===== src/rtl/rv32_test_ctrl.sv =====
// Test harness controller for an rv32 core: holds the core in reset, runs it,
// watches stores to the tohost mailbox and latches the pass/fail/timeout verdict.
module rv32_test_ctrl #(
    parameter int          RST_CYCLES  = 4,
    parameter int          TIMEOUT     = 100,
    parameter int          CNT_W       = 32,
    parameter int          DATA_W      = 32,
    parameter logic [31:0] TOHOST_ADDR = 32'h0000_1000
) (
    input  logic              clk,
    input  logic              reset,
    input  logic              mon_valid,
    input  logic [31:0]       mon_addr,
    input  logic [DATA_W-1:0] mon_wdata,
    output logic              core_reset,
    output logic              running,
    output logic              done,
    output logic              pass,
    output logic              fail,
    output logic              timeout,
    output logic [CNT_W-1:0]  cycle_count,
    output logic [DATA_W-1:0] exit_code,
    output logic [1:0]        state_dbg
);

    typedef enum logic [1:0] {
        HOLD = 2'd0,
        RUN  = 2'd1,
        DONE = 2'd2
    } state_t;

    localparam logic [7:0]       HOLD_INIT = 8'(RST_CYCLES - 1);
    localparam logic [CNT_W-1:0] CNT_LAST  = CNT_W'(TIMEOUT - 1);

    state_t            state, state_nx;
    logic [7:0]        hold_cnt, hold_nx;
    logic [CNT_W-1:0]  cnt_nx;
    logic              pass_nx, fail_nx, timeout_nx;
    logic [DATA_W-1:0] exit_nx;
    logic              hit;

    // mon_valid is a qualify-only strobe: a store is observed in the cycle it is
    // high, there is no ready/backpressure, and it only matters while in RUN.
    assign hit = mon_valid && (mon_addr == TOHOST_ADDR) && (mon_wdata != '0);

    always_comb begin
        state_nx   = state;
        hold_nx    = hold_cnt;
        cnt_nx     = cycle_count;
        pass_nx    = pass;
        fail_nx    = fail;
        timeout_nx = timeout;
        exit_nx    = exit_code;
        case (state)
            HOLD: begin
                if (hold_cnt == 8'd0) state_nx = RUN;
                else                  hold_nx  = hold_cnt - 8'd1;
            end
            RUN: begin
                if (hit) begin
                    state_nx = DONE;
                    if (mon_wdata == DATA_W'(1)) begin
                        pass_nx = 1'b1;
                        exit_nx = '0;
                    end else begin
                        fail_nx = 1'b1;
                        exit_nx = mon_wdata >> 1;
                    end
                end else if (cycle_count == CNT_LAST) begin
                    // Count stays at its last value so it never wraps.
                    state_nx   = DONE;
                    timeout_nx = 1'b1;
                    fail_nx    = 1'b1;
                end else begin
                    cnt_nx = cycle_count + CNT_W'(1);
                end
            end
            DONE: begin
                state_nx = DONE;
            end
            default: begin
                state_nx = HOLD;
            end
        endcase
    end

    always_ff @(posedge clk or negedge reset) begin
        if (!reset) begin
            state       <= HOLD;
            hold_cnt    <= HOLD_INIT;
            cycle_count <= '0;
            pass        <= 1'b0;
            fail        <= 1'b0;
            timeout     <= 1'b0;
            exit_code   <= '0;
        end else begin
            state       <= state_nx;
            hold_cnt    <= hold_nx;
            cycle_count <= cnt_nx;
            pass        <= pass_nx;
            fail        <= fail_nx;
            timeout     <= timeout_nx;
            exit_code   <= exit_nx;
        end
    end

    // Status decoded from the registered state only; the core is frozen outside RUN.
    assign core_reset = (state != RUN);
    assign running    = (state == RUN);
    assign done       = (state == DONE);
    assign state_dbg  = state;

endmodule


===== config.mk =====
export PLATFORM = sky130hd
export DESIGN_NAME = rv32_test_ctrl
export DESIGN_NICKNAME = d
export VERILOG_FILES = /design/src/rtl/rv32_test_ctrl.sv
export SDC_FILE = /design/constraint.sdc
export NUM_CORES = 1
export LEC_CHECK = 0
export CORE_MARGIN = 8
export CORE_UTILIZATION = 28
export DETAILED_ROUTE_END_ITERATION = 16
export DONT_BUFFER_PORTS = 1
export MAX_ROUTING_LAYER = met4
export PLACE_DENSITY = 0.52
export SLEW_MARGIN = 20
export SYNTH_ARGS = -nofsm -noshare
export SYNTH_HDL_FRONTEND = slang
export SYNTH_SLANG_ARGS = --single-unit

===== constraint.sdc =====
create_clock -name clk -period 4.25 [get_ports clk]
set_input_delay 1.0625 -clock clk [delete_from_list [all_inputs] [get_ports clk]]
set_output_delay 1.0625 -clock clk [all_outputs]
set_load 0.03 [all_outputs]

* Yosys cells after proc, flatten, opt, wreduce, memory -nomap -nowiden
Index checks and enable logic that the tools add are counted.
** Storage, ports and cells
- Register bits after elaboration :: 77
- Output and inout bits :: 72
- Logic and storage cells :: 42
** Cells by class
- Add/sub/neg operators :: 2
- Eq/ne operators :: 9
- Multiplexer cells :: 8
- Bitwise gates (word level) :: 3
- Reduce and logical (&&, ||, !) cells :: 13
** Operators with widths (count)
- $add 32x1->32 const B :: 1
- $eq 32x1->1 const B :: 1
- $eq 32x13->1 const B :: 1
- $eq 32x7->1 const B :: 1
- $reduce_bool 32->1 :: 1
- $mux 31 :: 1
- $reduce_and 3->1 :: 4
- $logic_not 8->1 :: 1
- $sub 8x1->8 const B :: 1
- $mux 2 :: 3
- $pmux 2 s3 :: 1
- $reduce_and 2->1 :: 3
- $ne 2x2->1 const B :: 2
- $mux 1 :: 3
- $ne 3x1->1 const B :: 1
- $not 1->1 :: 3
- $eq 2x1->1 const B :: 1
- $eq 2x2->1 const B :: 1
- $logic_and 1x1->1 :: 2
- $logic_not 2->1 :: 1
- $ne 2x1->1 const B :: 1
- $reduce_bool 2->1 :: 1

* Longest topological paths before layout
Gate-level depths: netlist of run 1.
- Depth after elaboration :: 5
- Gate-level depth with buffers :: 9
- Gate-level depth less buffers :: 8

* Worst setup path after synthesis of run 1
OpenSTA, ideal clock, no wires.
- Path type :: input to register
- From :: in mon_wdata[4]
- To :: reg cycle_count[16]
- Library setup time :: 135 ps
- Arrival time :: 2625 ps
- Data required time :: 4115 ps
- Slack :: 1489 ps
- Stages on the path :: 7
- Cells stage by stage :: nor4_1 nand4_1 or3_1 a211oi_4 buf_6 nand3_2 xnor2_1
** Between the ends
- Word-level cells in the longest chain between the ends :: 4
** RTL lines
- start, declared :: RTL line 14 : input logic [DATA_W-1:0] mon_wdata,
- $reduce_bool 32->1 :: RTL line 44 : assign hit = mon_valid && (mon_addr == TOHOST_ADDR) && (mon_wdata != '0);
- $logic_and 1x1->1 :: RTL line 44
- $not 1->1 (no source line)
- $reduce_and 3->1 (no source line)
- end signal, assigned :: RTL line 99 : cycle_count <= cnt_nx;
- end, declared :: RTL line 21 : output logic [CNT_W-1:0] cycle_count,
No other way between the ends.
A chain may end at the register's enable or synchronous reset.

* Worst setup path in the final report of run 1
- From :: in mon_addr[0]
- To :: reg exit_code[30]
** Between the ends
- Word-level cells in the longest chain between the ends :: 4
** RTL lines
- start, declared :: RTL line 13 : input logic [31:0] mon_addr,
- $eq 32x13->1 :: RTL line 44
- $logic_and 1x1->1 (2 in series) :: RTL line 44
- $reduce_and 2->1 (no source line)
- end signal, assigned :: RTL line 103 : exit_code <= exit_nx;
- end, declared :: RTL line 22 : output logic [DATA_W-1:0] exit_code,
No other way between the ends.

==> results.cfg, run 1 <==
[clock_network]
clk_pin_slew_ns = 0.06
numCtsBuffers = 9
h-tree-depth = 3
numClockSinks = 76
cts_tree = done
clock_path_buffers = 2
cts_setup_buffers = 0
root_buffer = clkbuf_16
clk_latency_ns = 0.34
ctsHoldBuffers = 0
cts.repair.resized = 0

[timing]
rsz0062_at_grt = no
fin_skew_ns = 0.00542
fmax_ghz = 0.326
worst_slack_ns = 1.18
tns_ns = 0
finalSetupViolations = 0
relSlewSlack_pct = 53.9
post-route-period-util_pct = 72.2
worst_pin_slew_ns = 0.689
fin_crit_ns = 3.07
final_hold_viol_count = 0
drv_slew = 0

[synth]
synth-simple-area-share_pct = 20.2
synth-seq-area-share_pct = 55.2
postSynth.asyncResetShare_pct = 100
synthAdderAreaFrac_pct = 2.17
synth_flop_cell = dfrtp_1
synth_top_family_by_area = simple AND/OR/NAND/NOR gates
synth-xor-area-share_pct = 9.64
yosys_warnings = 0
avgSynthCellArea_um2 = 11.5
synthCells = 300
synth-edff-count = 0
syn_nets = 373
synth_compound_area_share_pct = 9.60
syn_area_um2 = 3450
synth-seq-cells = 76
muxShareOfSynthArea_pct = 0.652
ys_types = 43

[floorplan]
fp.dieH_um = 127
core-area_um2 = 12000
dieArea_um2 = 16100
fp.dieW_um = 127
num_io_pins = 139
start_util_pct = 28.7
rows = 40

[power_and_ir_drop]
power_density_nw_per_um2 = 381
p_total_mw = 1.49
leakage_nw = 1.66
peakVddDrop_v = 0.000188

[run_status]
outcome = finished clean

[routing]
ant_nets = 0
first_iter_violations = 93
wl_met2_um = 4660
routed.top_layer = met4
wl_met3_um = 796
drc_errors = 0
first_pass_iters = 4
drt-met1-wl_um = 4180
routed-via-count = 2421
viasPerCell = 5.30
totalWireLength_um = 9830
post_drt_wl_per_cell_um = 21.5

[setup_path]
cp.required_ns = 4.47
r2r_end = exit_code[30]
critPathMaxFanout = 16
ff2ff_path_depth = 8
r2r_start = state_dbg[1]
path_class = primary input to register
crit_path_start_kind = primary input
reg2reg_slack_ns = 1.19
cp.arrival_ns = 3.29
crit_path_end_kind = register

[grt]
grt_pass1_vias = 2480
antenna_found_initial = 0
grt_usage_pct = 12.8
grt_first_pass_wirelength_um = 15200
gr-total-overflow = 0
grt_max_degree = 77

[finish]
stdcell_count = 457
areaGrowthSynthToFinish_pct = 13.4
nNetsFinal = 378
antennaDiodeCount = 0
final_util_pct = 32.6
drive_gt1_share_pct = 11.6
nFillCells = 1240

[flow_run]
maxCapViolations = 0

[worst_hold_path]
hold_path_class = primary input to async pin

[placed_design]
dpl.hpwl_um = 7500
pre_cts_slack_ns = 0.813
placed_cells = 441
routabilityCongestion = 0.760
numPortBuffers = 0
routing by layer:
layer  GRT usage (%)  up-vias
met5               -        -
met4            5.67        0
met3            4.99       13
met2            18.9       79
met1            15.3     1219
li1                -     1110
report_power, final:
part           total (mW)  switching [mW]  internal (mW)  leakage [nW]
registers           0.724     0.000000539          0.724          1.00
logic             0.00543         0.00296        0.00247         0.511
clock network       0.764           0.294          0.470         0.147
how the worst max path moves through the flow:
stage | from | to | slack, ns | cells past startpoint
2_1_floorplan | mon_wdata[4] | cycle_count[16] | 1.49 | 7
3_3_place_gp | mon_addr[1] | exit_code[19] | 0.84 | 6
3_5_place_dp | mon_addr[15] | exit_code[15] | 0.81 | 6
4_1_cts | state_dbg[1] | exit_code[30] | 1.16 | 8
5_1_grt | mon_addr[1] | exit_code[15] | 0.98 | 6
6_report | mon_addr[0] | exit_code[30] | 1.18 | 6
cells in the mapped netlist (7+ instances only):
library cell	instances	area, um2
dfrtp_1	74	1850
a22o_1	31	272
xnor2_1	27	236
nand4_1	19	119
nor4_1	19	119
nor2_1	18	67.6
nand2_1	16	60.1
xor2_1	11	96.3
nand3_1	9	45.0
inv_1	8	30.0
and3_1	7	43.8
nor3_1	7	35.0
cell families after synthesis:
kind of cell,Yosys count
XOR/XNOR,38
buffers and inverters,19
adder cells (fa/ha/maj),6
AND/OR/NAND/NOR,121
other,1
flip-flops,76
AO/OA/AOI/OAI,37
multiplexers,2
placed cells by master (no fill, tap or decap), types with 7 or more instances in the layout:
cell       count
xor2_1        11
nand2_1       16
xnor2_1       27
and3_1         7
nand4_1       19
inv_1          8
dfrtp_1       74
nor2_1        18
a22o_1        31
nor4_1        19
clkbuf_16      9
nor3_1         7
nand3_1        9
per-stage QoR:
step / hold slack, ns / instance area [um2]
3_3_place_gp: 0.458 / 3620
2_1_floorplan: 0.442 / 3450
3_5_place_dp: 0.459 / 3620
6_report: 0.415 / 3920
5_1_grt: 0.394 / 3920
4_1_cts: 0.396 / 3920
registers in the layout, indices dropped and copies added (netlist names):
signal	count
timeout	1
exit_code	31
fail	1
cycle_count	32
pass	1
state_dbg	2
hold_cnt	8
critical path, stage by stage:
cell and delay [ns]:
nor4_1 0.47, nand4_1 0.21, nor4_1 0.48, nand2_1 0.47, buf_4 0.35, a22o_1 0.25
cell type report:
type	count	area, um2	area share, %
tap	147	184	4.70
sequential	76	1900	48.6
inverter	8	30.0	0.767
clock inverter	4	48.8	1.25
multi-input combinational	205	1460	37.4
timing repair buffer	5	37.5	0.959
clock buffer	12	246	6.30
(Power assumes the default switching activity.)
==> run 2, diff against run 1 <==
Clock period 4.25 ns to 3.04 ns, I/O delays scaled along.
==> run 2 against run 1 <==
Net effect: clock skew is essentially flat; register-to-register slack worse by 0.63 ns; highest routed layer unchanged; cell count rose by 1.5%; hold slack got worse by 0.30 ns; critical path depth grew 1; routed wire length is 0.34% lower; flip-flop and latch count unchanged; worst setup slack got worse by 0.62 ns; via count increased by 0.66%; global-route usage is 0.058 points higher; die area did not move; first-iteration DRC count is 37% lower; largest power group unchanged.
==> results.cfg, run 2 (synthesized netlist as in run 1, its figures left out) <==
[run_status]
outcome = finished clean

[placed_design]
placed_cells = 448
pre_cts_slack_ns = 0.255
routabilityCongestion = 0.752
dpl.hpwl_um = 7370
numPortBuffers = 0

[clock_network]
h-tree-depth = 3
cts_tree = done
ctsHoldBuffers = 0
root_buffer = clkbuf_16
cts.repair.resized = 0
clk_pin_slew_ns = 0.06
clock_path_buffers = 2
clk_latency_ns = 0.34
numCtsBuffers = 9
numClockSinks = 76
cts_setup_buffers = 0

[setup_path]
crit_buf_inv = 1
crit_path_cell_trace = or4_1, or4_4, nor3_4, a211oi_4, buf_12, nor2_2, mux2_1
worstSetupStartpoint = cycle_count[4]
r2r_start = cycle_count[4]
path_class = register to register
crit_path_end_kind = register
slowest_stage = or4_1
critPathMaxFanout = 16
reg2reg_slack_ns = 0.56
crit_path_start_kind = register
r2r_end = state_dbg[1]
path_delay_family = simple AND/OR/NAND/NOR gates
ff2ff_path_depth = 7
cpPeakStageDelay_ns = 0.52
cp.required_ns = 3.26
cp.arrival_ns = 2.70

[power_and_ir_drop]
switchingPower_mw = 0.417
p_comb_share_pct = 0.4
p_total_mw = 2.15
power_frac_seq_pct = 47.0
swShare_pct = 19.4
power_density_nw_per_um2 = 536
clockPowerShare_pct = 52.6
leakage_nw = 1.71
p_int_mw = 1.74
peakVddDrop_v = 0.000193

[timing]
worst_pin_slew_ns = 0.589
worst_slack_ns = 0.563
fmax_ghz = 0.404
final_hold_viol_count = 0
tns_ns = 0
rsz0062_at_grt = no
post-route-period-util_pct = 81.5
fin_crit_ns = 2.48
relSlewSlack_pct = 60.2
drv_slew = 0
hold-worst-slack_ns = 0.114
finalSetupViolations = 0
fin_skew_ns = 0.00583

[floorplan]
core-area_um2 = 12000
num_io_pins = 139
fp.dieW_um = 127
fp.dieH_um = 127
dieArea_um2 = 16100
rows = 40
start_util_pct = 28.7

[finish]
regMostFlops = cycle_count
final_cell_mix = dfrtp_1, a22o_1, xnor2_1
stdcell_count = 464
nNetsFinal = 385
top_regs = cycle_count (32), exit_code (31), hold_cnt (8)
nFillCells = 1221
layout_commonest_cell = dfrtp_1
largest_reg_flops = 32
drive_gt1_share_pct = 13.9
areaGrowthSynthToFinish_pct = 16.3
antennaDiodeCount = 0

[routing]
first_iter_violations = 59
post_drt_wl_per_cell_um = 21.1
drc_errors = 0
first_pass_iters = 4
routed-via-count = 2437
viasPerCell = 5.25
totalWireLength_um = 9790
ant_nets = 0

[grt]
gr-total-overflow = 0
antenna_found_initial = 0
grt_first_pass_wirelength_um = 15400
grt_pass1_vias = 2553
grt_max_degree = 77
gr-usage-met2_pct = 18.7
grt.met3_usage_pct = 4.91
grt-busiest-layer = met2
grt_usage_pct = 12.9
gr-usage-met1_pct = 15.4

[flow_run]
maxCapViolations = 0

[worst_hold_path]
hold_path_class = primary input to async pin
-- run 2: changes by cell type in the layout (fill, tap and decap cells not counted), sizes merged --
| cell | before | now |
|---|---|---|
| clkbuf | 12 | 10 |
| bufinv | 1 | 2 |
| buf | 5 | 12 |
| inv | 8 | 9 |
-- run 2: how the worst max path moves through the flow --
stage | end | slack (ns) | cells past startpoint
after floorplan | cycle_count[16] | 0.58 | 7
final | state_dbg[1] | 0.56 | 7
after detailed placement | state_dbg[1] | 0.25 | 7
after CTS | state_dbg[1] | 0.55 | 7
after global routing | state_dbg[1] | 0.39 | 8
after global placement | state_dbg[1] | 0.25 | 7
-- run 2: per-stage QoR --
| step | area [um2] | utilization, % |
|---|---|---|
| 5_1_grt | 4010 | 33.4 |
| 2_1_floorplan | 3450 | - |
| 6_report | 4010 | 33.4 |
| 4_1_cts | 4010 | 33.4 |
| 3_5_place_dp | 3700 | 30.8 |
| 3_3_place_gp | 3700 | 30.8 |
-- run 2: power by group through the flow --
stage / registers [mW] / logic, mW / clock network [mW]
after floorplan: 1.03 / 0.00735 / 0
after global placement: 1.03 / 0.00764 / 0
after detailed placement: 1.03 / 0.00773 / 0
after CTS: 1.01 / 0.00774 / 1.18
after global routing: 1.01 / 0.00831 / 1.22
final: 1.01 / 0.00764 / 1.13
-- run 2: layout make-up --
class / count / area (um2) / share of cell area (%)
sequential: 76 / 1900 / 47.4
multi-input combinational: 205 / 1460 / 36.5
clock buffer: 10 / 229 / 5.70
tap: 147 / 184 / 4.58
timing repair buffer: 12 / 115 / 2.87
clock inverter: 6 / 87.6 / 2.18
inverter: 8 / 30.0 / 0.748
-- run 2: routing by layer --
metal / share of wire, % / routed length [um]
met3: 8.8 / 862
met1: 43 / 4220
met5: 0 / 0
met2: 46 / 4550
met4: 1.7 / 163
==> run 3, diff against run 2 <==
Clock period 3.04 ns to 2.3 ns, I/O delays scaled along.
==> run 3 against run 2 <==
Net effect: the flow now finishes with violations (negative hold slack, negative setup slack); count of clock-buffer cells in the layout down 1; clock skew is essentially flat; sequential power increased by 33%; worst setup slack got worse by 0.63 ns; fmax is 4.7% higher; via count rose by 7.3%; routed wire length rose by 2.7%; cell count is 10% higher.
==> results.cfg, run 3 (synthesized netlist as in run 1, its figures left out) <==
[timing]
fmax_ghz = 0.423
finalSetupViolations = 1
drv_slew = 0
fin_crit_ns = 2.37
post-route-period-util_pct = 103
hold-worst-slack_ns = -0.0673
worst_slack_ns = -0.0654
fin_skew_ns = 0.00546
rsz0062_at_grt = yes
final_hold_viol_count = 74

[grt]
grt.met3_usage_pct = 5.20
grt_first_pass_wirelength_um = 15700
gr-usage-met2_pct = 19.0
grt-busiest-layer = met2
gr-usage-met1_pct = 14.8
antenna_found_initial = 0
gr-total-overflow = 0
grt_usage_pct = 12.8
grt_pass1_vias = 2779
grt_max_degree = 77

[floorplan]
num_io_pins = 139
rows = 40
core-area_um2 = 12000
fp.dieW_um = 127
fp.dieH_um = 127
dieArea_um2 = 16100
start_util_pct = 28.7

[routing]
drc_errors = 0
post_drt_wl_per_cell_um = 19.7
totalWireLength_um = 10100
first_iter_violations = 107
ant_nets = 0
viasPerCell = 5.12
routed-via-count = 2616
first_pass_iters = 4

[placed_design]
routabilityCongestion = 0.838
numPortBuffers = 0
dpl.hpwl_um = 7550
placed_area_um2 = 4020
placed_cells = 489
pre_cts_slack_ns = -0.265

[setup_path]
r2r_start = cycle_count[2]
cp.arrival_ns = 2.59
reg2reg_slack_ns = -0.07
cp.required_ns = 2.52
worstSetupStartpoint = cycle_count[2]
critPathMaxFanout = 10
ff2ff_path_depth = 7
crit_path_start_kind = register
path_class = register to register
r2r_end = state_dbg[1]
crit_path_end_kind = register

[finish]
final_area_um2 = 4440
antennaDiodeCount = 0
stdcell_count = 511
regMostFlops = cycle_count
layout_commonest_cell = dfrtp_1
final_cell_mix = dfrtp_1, buf_4, a22o_1
areaGrowthSynthToFinish_pct = 28.5
nNetsFinal = 432
drive_gt1_share_pct = 27.7
top_regs = cycle_count (32), exit_code (31), hold_cnt (8)
largest_reg_flops = 32

[power_and_ir_drop]
power_density_nw_per_um2 = 643
p_total_mw = 2.85
peakVddDrop_v = 0.000345
leakage_nw = 1.98

[clock_network]
cts_tree = done
clk_pin_slew_ns = 0.06
clk_latency_ns = 0.33
clock_path_buffers = 2
numCtsBuffers = 9
root_buffer = clkbuf_16
numClockSinks = 76
h-tree-depth = 3

[worst_hold_path]
hold_path_class = primary input to async pin

[run_status]
outcome = finished with violations
violations = negative hold slack, negative setup slack

[flow_run]
maxCapViolations = 0
run 3: cell types whose count changed in the layout (fill, tap and decap cells not counted), moves of 2 or more:
cell / before / now
buf_4: 10 / 56
xnor2_1: 27 / 24
xnor2_2: 0 / 3
dfrtp_1: 74 / 72
dfrtp_2: 0 / 2
run 3: worst max-delay path by stage:
stage,to
after CTS,state_dbg[1]
after floorplan,state_dbg[1]
final,state_dbg[1]
after detailed placement,cycle_count[22]
after global placement,state_dbg[1]
after global routing,state_dbg[1]
run 3: per-stage QoR:
| stage | setup TNS (ns) | utilization (%) |
|---|---|---|
| CTS | -0.0983 | 36.2 |
| global route | -0.375 | 36.9 |
| finish | -0.0654 | 36.9 |
| floorplan | -0.0929 | - |
| global placement | -4.85 | 33.5 |
| detailed placement | -5.34 | 33.5 |
run 3: timing repair:
item / in CTS / in global routing
resized for setup: 1 / 7
endpoints found under the hold margin: 74 / 74
setup endpoints to repair: 8 / 12
setup buffers: 2 / 5
pin swaps: 4 / 5
run 3: worst max-delay path, cell delays in order (launching register included):
cell and delay [ns]:
dfrtp_2 0.40, or4_1 0.52, or4_4 0.50, nor3_4 0.19
a211oi_4 0.08, buf_12 0.15, nor2_4 0.11, mux2_4 0.30
run 3: metal layers:
metal,part of all wire (%),vias to the layer above
met3,10,10
li1,-,1212
met2,47,102
met1,41,1292
met5,0,-
met4,2.3,0
run 3: power breakdown:
part | leakage [nW] | internal, mW | switching (mW)
combinational | 0.821 | 0.00577 | 0.00520
sequential | 1.00 | 1.34 | 0.000000234
clock | 0.155 | 0.945 | 0.560
run 3: final cells by class:
class                      count  area (um2)
multi-input combinational    205        1520
inverter                       8        30.0
clock buffer                   9         225
clock inverter                 7        91.3
sequential                    76        1910
fill                        1190        7580
timing repair buffer          59         480
tap                          147         184
